[src/rtl/cpu_pkg.sv]
// Shared encodings for the CPU memory-port arbiter: FSM states, requester ids, default widths.
package cpu_pkg;

    typedef enum logic [1:0] {
        ST_IDLE  = 2'd0,
        ST_GRANT = 2'd1,
        ST_RESP  = 2'd2
    } arb_state_e;

    typedef enum logic {
        REQ_IF = 1'b0,
        REQ_DM = 1'b1
    } req_id_e;

    localparam int unsigned DEF_AW = 32;
    localparam int unsigned DEF_DW = 32;

endpackage

[src/rtl/mem_timeout_ctr.sv]
// Watchdog for one memory access: counts enabled cycles and flags the TIMEOUT-th one.
module mem_timeout_ctr #(
    parameter int unsigned TIMEOUT = 16
) (
    input  logic clk,
    input  logic rst_n,
    input  logic clr_i,
    input  logic en_i,
    output logic expired_o
);
    localparam int unsigned CW = $clog2(TIMEOUT + 1);

    logic [CW-1:0] cnt_q, cnt_d;

    always_comb begin
        cnt_d = cnt_q;
        if (clr_i)
            cnt_d = '0;
        else if (en_i && (cnt_q != CW'(TIMEOUT)))
            cnt_d = cnt_q + 1'b1;
    end

    // Fires during the last allowed cycle so the abort lands exactly TIMEOUT cycles after mem_req rose.
    assign expired_o = en_i && (cnt_q == CW'(TIMEOUT - 1));

    always_ff @(posedge clk or negedge rst_n) begin
        if (!rst_n) cnt_q <= '0;
        else        cnt_q <= cnt_d;
    end

endmodule

[src/rtl/mem_port_arbiter.sv]
// Shares one single-port memory between instruction fetch (IF) and load/store (DM),
// with DM priority, IF anti-starvation and an access watchdog.
module mem_port_arbiter
    import cpu_pkg::*;
#(
    parameter int unsigned AW         = DEF_AW,
    parameter int unsigned DW         = DEF_DW,
    parameter int unsigned STARVE_MAX = 4,
    parameter int unsigned TIMEOUT    = 16
) (
    input  logic          clk,
    input  logic          rst_n,
    input  logic          if_req,
    input  logic [AW-1:0] if_addr,
    output logic          if_ready,
    output logic [DW-1:0] if_rdata,
    output logic          if_err,
    input  logic          dm_req,
    input  logic          dm_we,
    input  logic [AW-1:0] dm_addr,
    input  logic [DW-1:0] dm_wdata,
    output logic          dm_ready,
    output logic [DW-1:0] dm_rdata,
    output logic          dm_err,
    output logic          mem_req,
    output logic          mem_we,
    output logic [AW-1:0] mem_addr,
    output logic [DW-1:0] mem_wdata,
    input  logic          mem_ack,
    input  logic [DW-1:0] mem_rdata
);
    localparam int unsigned SW = (STARVE_MAX > 0) ? $clog2(STARVE_MAX + 1) : 1;

    arb_state_e    state_q, state_d;
    req_id_e       winner_q, winner_d;
    logic [SW-1:0] streak_q, streak_d;
    logic          mem_req_q, mem_req_d, mem_we_q, mem_we_d;
    logic [AW-1:0] mem_addr_q, mem_addr_d;
    logic [DW-1:0] mem_wdata_q, mem_wdata_d;
    logic          if_ready_q, if_ready_d, if_err_q, if_err_d;
    logic [DW-1:0] if_rdata_q, if_rdata_d;
    logic          dm_ready_q, dm_ready_d, dm_err_q, dm_err_d;
    logic [DW-1:0] dm_rdata_q, dm_rdata_d;

    logic          tmo_clr, tmo_en, tmo_expired;
    logic          pick_if, acc_err;
    logic [DW-1:0] acc_rdata;

    mem_timeout_ctr #(.TIMEOUT(TIMEOUT)) u_tmo (
        .clk       (clk),
        .rst_n     (rst_n),
        .clr_i     (tmo_clr),
        .en_i      (tmo_en),
        .expired_o (tmo_expired)
    );

    always_comb begin
        state_d     = state_q;
        winner_d    = winner_q;
        streak_d    = streak_q;
        mem_req_d   = mem_req_q;
        mem_we_d    = mem_we_q;
        mem_addr_d  = mem_addr_q;
        mem_wdata_d = mem_wdata_q;
        if_ready_d  = 1'b0;
        if_err_d    = 1'b0;
        if_rdata_d  = if_rdata_q;
        dm_ready_d  = 1'b0;
        dm_err_d    = 1'b0;
        dm_rdata_d  = dm_rdata_q;
        tmo_clr     = 1'b0;
        tmo_en      = 1'b0;
        // IF wins when DM is idle, or when DM has hogged STARVE_MAX grants in a row.
        pick_if     = if_req && (!dm_req || (streak_q == SW'(STARVE_MAX)));
        acc_err     = !mem_ack;
        acc_rdata   = (mem_ack && !mem_we_q) ? mem_rdata : '0;

        case (state_q)
            ST_IDLE: begin
                tmo_clr = 1'b1;
                if (if_req || dm_req) begin
                    state_d   = ST_GRANT;
                    mem_req_d = 1'b1;
                    if (pick_if) begin
                        winner_d    = REQ_IF;
                        mem_we_d    = 1'b0;
                        mem_addr_d  = if_addr;
                        mem_wdata_d = '0;
                        streak_d    = '0;
                    end else begin
                        winner_d    = REQ_DM;
                        mem_we_d    = dm_we;
                        mem_addr_d  = dm_addr;
                        mem_wdata_d = dm_wdata;
                        if (if_req && (streak_q != SW'(STARVE_MAX)))
                            streak_d = streak_q + 1'b1;
                    end
                end
            end
            ST_GRANT: begin
                tmo_en = 1'b1;
                if (mem_ack || tmo_expired) begin
                    state_d   = ST_RESP;
                    mem_req_d = 1'b0;
                    if (winner_q == REQ_IF) begin
                        if_ready_d = 1'b1;
                        if_rdata_d = acc_rdata;
                        if_err_d   = acc_err;
                    end else begin
                        dm_ready_d = 1'b1;
                        dm_rdata_d = acc_rdata;
                        dm_err_d   = acc_err;
                    end
                end
            end
            ST_RESP: state_d = ST_IDLE;
            default: state_d = ST_IDLE;
        endcase
    end

    always_ff @(posedge clk or negedge rst_n) begin
        if (!rst_n) begin
            state_q     <= ST_IDLE;
            winner_q    <= REQ_IF;
            streak_q    <= '0;
            mem_req_q   <= 1'b0;
            mem_we_q    <= 1'b0;
            mem_addr_q  <= '0;
            mem_wdata_q <= '0;
            if_ready_q  <= 1'b0;
            if_err_q    <= 1'b0;
            if_rdata_q  <= '0;
            dm_ready_q  <= 1'b0;
            dm_err_q    <= 1'b0;
            dm_rdata_q  <= '0;
        end else begin
            state_q     <= state_d;
            winner_q    <= winner_d;
            streak_q    <= streak_d;
            mem_req_q   <= mem_req_d;
            mem_we_q    <= mem_we_d;
            mem_addr_q  <= mem_addr_d;
            mem_wdata_q <= mem_wdata_d;
            if_ready_q  <= if_ready_d;
            if_err_q    <= if_err_d;
            if_rdata_q  <= if_rdata_d;
            dm_ready_q  <= dm_ready_d;
            dm_err_q    <= dm_err_d;
            dm_rdata_q  <= dm_rdata_d;
        end
    end

    assign mem_req   = mem_req_q;
    assign mem_we    = mem_we_q;
    assign mem_addr  = mem_addr_q;
    assign mem_wdata = mem_wdata_q;
    assign if_ready  = if_ready_q;
    assign if_rdata  = if_rdata_q;
    assign if_err    = if_err_q;
    assign dm_ready  = dm_ready_q;
    assign dm_rdata  = dm_rdata_q;
    assign dm_err    = dm_err_q;

endmodule
[config.mk]
export PLATFORM = sky130hd
export DESIGN_NAME = mem_port_arbiter
export DESIGN_NICKNAME = d
export VERILOG_FILES = /design/src/rtl/cpu_pkg.sv /design/src/rtl/mem_timeout_ctr.sv /design/src/rtl/mem_port_arbiter.sv
export SDC_FILE = /design/constraint.sdc
export NUM_CORES = 1
export LEC_CHECK = 0
export ABC_AREA = 1
export ABC_CLOCK_PERIOD_IN_PS = 4100
export BUFFER_PORTS_ARGS = -buffer_cell sky130_fd_sc_hd__buf_2
export CAP_MARGIN = 20
export CORE_ASPECT_RATIO = 0.6
export CORE_MARGIN = 2
export CORE_UTILIZATION = 53
export DETAILED_ROUTE_END_ITERATION = 10
export PLACE_DENSITY = 0.9
export SLEW_MARGIN = 15
export SYNTH_ARGS = -nofsm -noshare
export SYNTH_HDL_FRONTEND = slang
export SYNTH_SLANG_ARGS = --single-unit
[constraint.sdc]
create_clock -name clk -period 4.1 [get_ports clk]
set_input_delay 0.82 -clock clk [delete_from_list [all_inputs] [get_ports clk]]
set_output_delay 0.82 -clock clk [all_outputs]
set_load 0.005 [all_outputs]
==> metrics.yaml <==
status: "completed"
synthTopCellsByArea: "dfrtp_1, nand2_1, nand3_1"
syn_area_per_cell_um2: 7.82
rsz0062_at_grt: "no"
p_leak_nw: 5.46
required_ps: 4390
synth_adder_area_share: 0.00935
critPathMaxFanout: 33
finalClockSkew_ps: 9.85
r2r-end: "if_rdata[15]"
routedWlPerCell_um: 13.8
drc_errors: 0
syn-num-nets: 995
cts_root_buf: "clkbuf_16"
syn_to_final_growth_pct: 30.2
synth_compound_area_frac: 0.00374
fin_crit_ps: 2330
vias: 6351
antenna_left: 0
finalSetupTns_ps: 0
fin_cells: 1280
boundaryPins: 268
die_height_um: 91.0
ys_types: 18
numCtsBuffers: 17
powerDensity_nw_per_um2: 718
h-tree-depth: 4
drive_gt1_frac: 0.287
yosysWarnings: 0
syn_inst: 856
path_class: "flip-flop to flip-flop"
yosysTopAreaCell: "dfrtp_1"
drtIter0Drc: 394
place_ws_ps: 1470
dp_hpwl_um: 12200
cp-end-kind: "flip-flop"
start_util: 0.549
finalHoldViolCount: 0
std_cell_rows: 31
nFillCells: 954
worst_ep_arrival_time_ps: 2620
r2r_slack_ps: 1770
cts_tree: "built"
via_per_inst: 4.96
grt_max_degree: 83
n_antenna_cell: 0
setup_violations: 0
synth_top_family_by_area: "simple AND/OR/NAND/NOR gates"
grt-ovfl-total: 0
synth-simple-area-share: 0.335
hold_class: "input pin to async pin"
dpl.cell_count: 1247
r2r_start: "state_q[1]"
drv_slew: 0
path_clk_slew_ps: 60
peakVddDrop_mv: 0.413
tightest_slew_ps: 856
chipWidth_um: 149
max_slew_margin: 0.428
period_share: 0.568
die_area_um2: 13600
dr.pass1.iters: 5
netlist_area_um2: 6690
port_buffers: 267
cap_viol_max_count: 0
cts_resized: 0
grt_pass1_vias: 6015
grt_pass1_wl_um: 29200
post_cts_buffers: 0
setup_ws_ps: 1770
fin_nets: 1241
ys_seq_area_frac: 0.542
synth_mux_area_frac: 0
cts.sinks: 145
critPathLaunchType: "flip-flop"
routed_wl_um: 17700
fmax_ghz: 0.429
clockBufferDepth: 2
grtUsageTotal: 0.268
clkLatencyLatePin_ps: 400
r2r_cells: 7
synth_seq_cells: 145
globalplace.congestion: 0.843
core-area_um2: 12200
antenna_found_initial: 0
ctsHoldBuffers: 0
synth_top_area_frac: 0.542
synthXorXnorAreaFrac: 0.00262
-- Yosys cell counts --
cell and n:
nand4_1 1, clkbuf_1 5, nor2_1 38, ha_1 5, nand2_1 318, buf_1 5
nor2_2 2, inv_2 2, o21ai_0 5, nand2_2 3, buf_6 1, buf_4 14
dfrtp_1 145, buf_2 25, nor2_4 2, nand3_1 169, inv_1 114, xor2_1 2
-- metal layers --
layer / track usage / wire (µm) / vias to the layer above
met5: 0 / 0 / -
met4: 0.0675 / 238 / 0
met3: 0.0603 / 1300 / 24
met2: 0.434 / 8380 / 246
met1: 0.368 / 7730 / 2981
li1: - / - / 3100
-- through the flow --
step                      hold slack (ps)  area, µm²   util  power [mW]
after floorplan                       465       6690      -        3.63
after global placement                449       8040  0.660        4.53
after detailed placement              454       8070  0.662        4.64
after CTS                             469       8690  0.714        6.28
after global routing                  480       8710  0.715        6.70
final                                 441       8710  0.715        6.26
-- how the worst max path moves through the flow --
stage	cells after the start	slack, ps	from	end
5_1_grt	10	1520	u_tmo.cnt_q[1]	dm_rdata[7]
6_report	7	1770	state_q[1]	if_rdata[15]
4_1_cts	10	1780	u_tmo.cnt_q[0]	dm_rdata[7]
3_5_place_dp	6	1470	if_req	state_q[0]
3_3_place_gp	6	1520	if_req	state_q[0]
2_1_floorplan	7	2400	if_req	mem_addr[0]
-- flip-flops by register name, summed over array words and instances (netlist names), 2 cells and up --
register,count
dm_rdata,32
if_rdata,32
mem_addr,32
mem_wdata,32
u_tmo.cnt_q,5
streak_q,3
state_q,2
-- layout make-up --
| cell class | count | area (µm²) | area share |
|---|---|---|---|
| clock buffers | 19 | 453 | 0.0520 |
| repair buffers | 277 | 1460 | 0.168 |
| clock inverters | 13 | 173 | 0.0198 |
| well taps | 165 | 206 | 0.0237 |
| multi-input cells | 545 | 2350 | 0.270 |
| inverters | 116 | 435 | 0.0500 |
| flip-flops and latches | 145 | 3630 | 0.417 |
-- worst max-delay path: stages, from the launching register on --
cell	delay, ps
dfrtp_1	370
inv_2	90
nand2_2	100
nor2_4	660
nand2_1	460
buf_4	360
nand2_1	100
nand2_1	60
-- placed cells by master, fill, tap and decap left out, drive strengths merged --
master and count:
nand2 321, buf 277, nand3 169, dfrtp 145
inv 120, nor2 42, clkbuf 19, o21ai 5
ha 5, bufinv 3, clkinvlp 3, clkinv 3
xor2 2, nand4 1
-- where the power goes --
part | internal, mW | switching, mW
registers | 2.08 | 0.372
clock network | 1.00 | 0.616
logic | 0.880 | 1.31
total | 3.96 | 2.30
-- cell families (layout without fill, tap and decap cells) --
kind of cell | Yosys count | in the layout
flops | 145 | 145
simple gates | 533 | 533
xor+xnor | 2 | 2
fa+ha+maj | 5 | 5
buf+inv | 166 | 425
compound gates | 5 | 5
No activity file was read; power rests on OpenSTA's default activity.
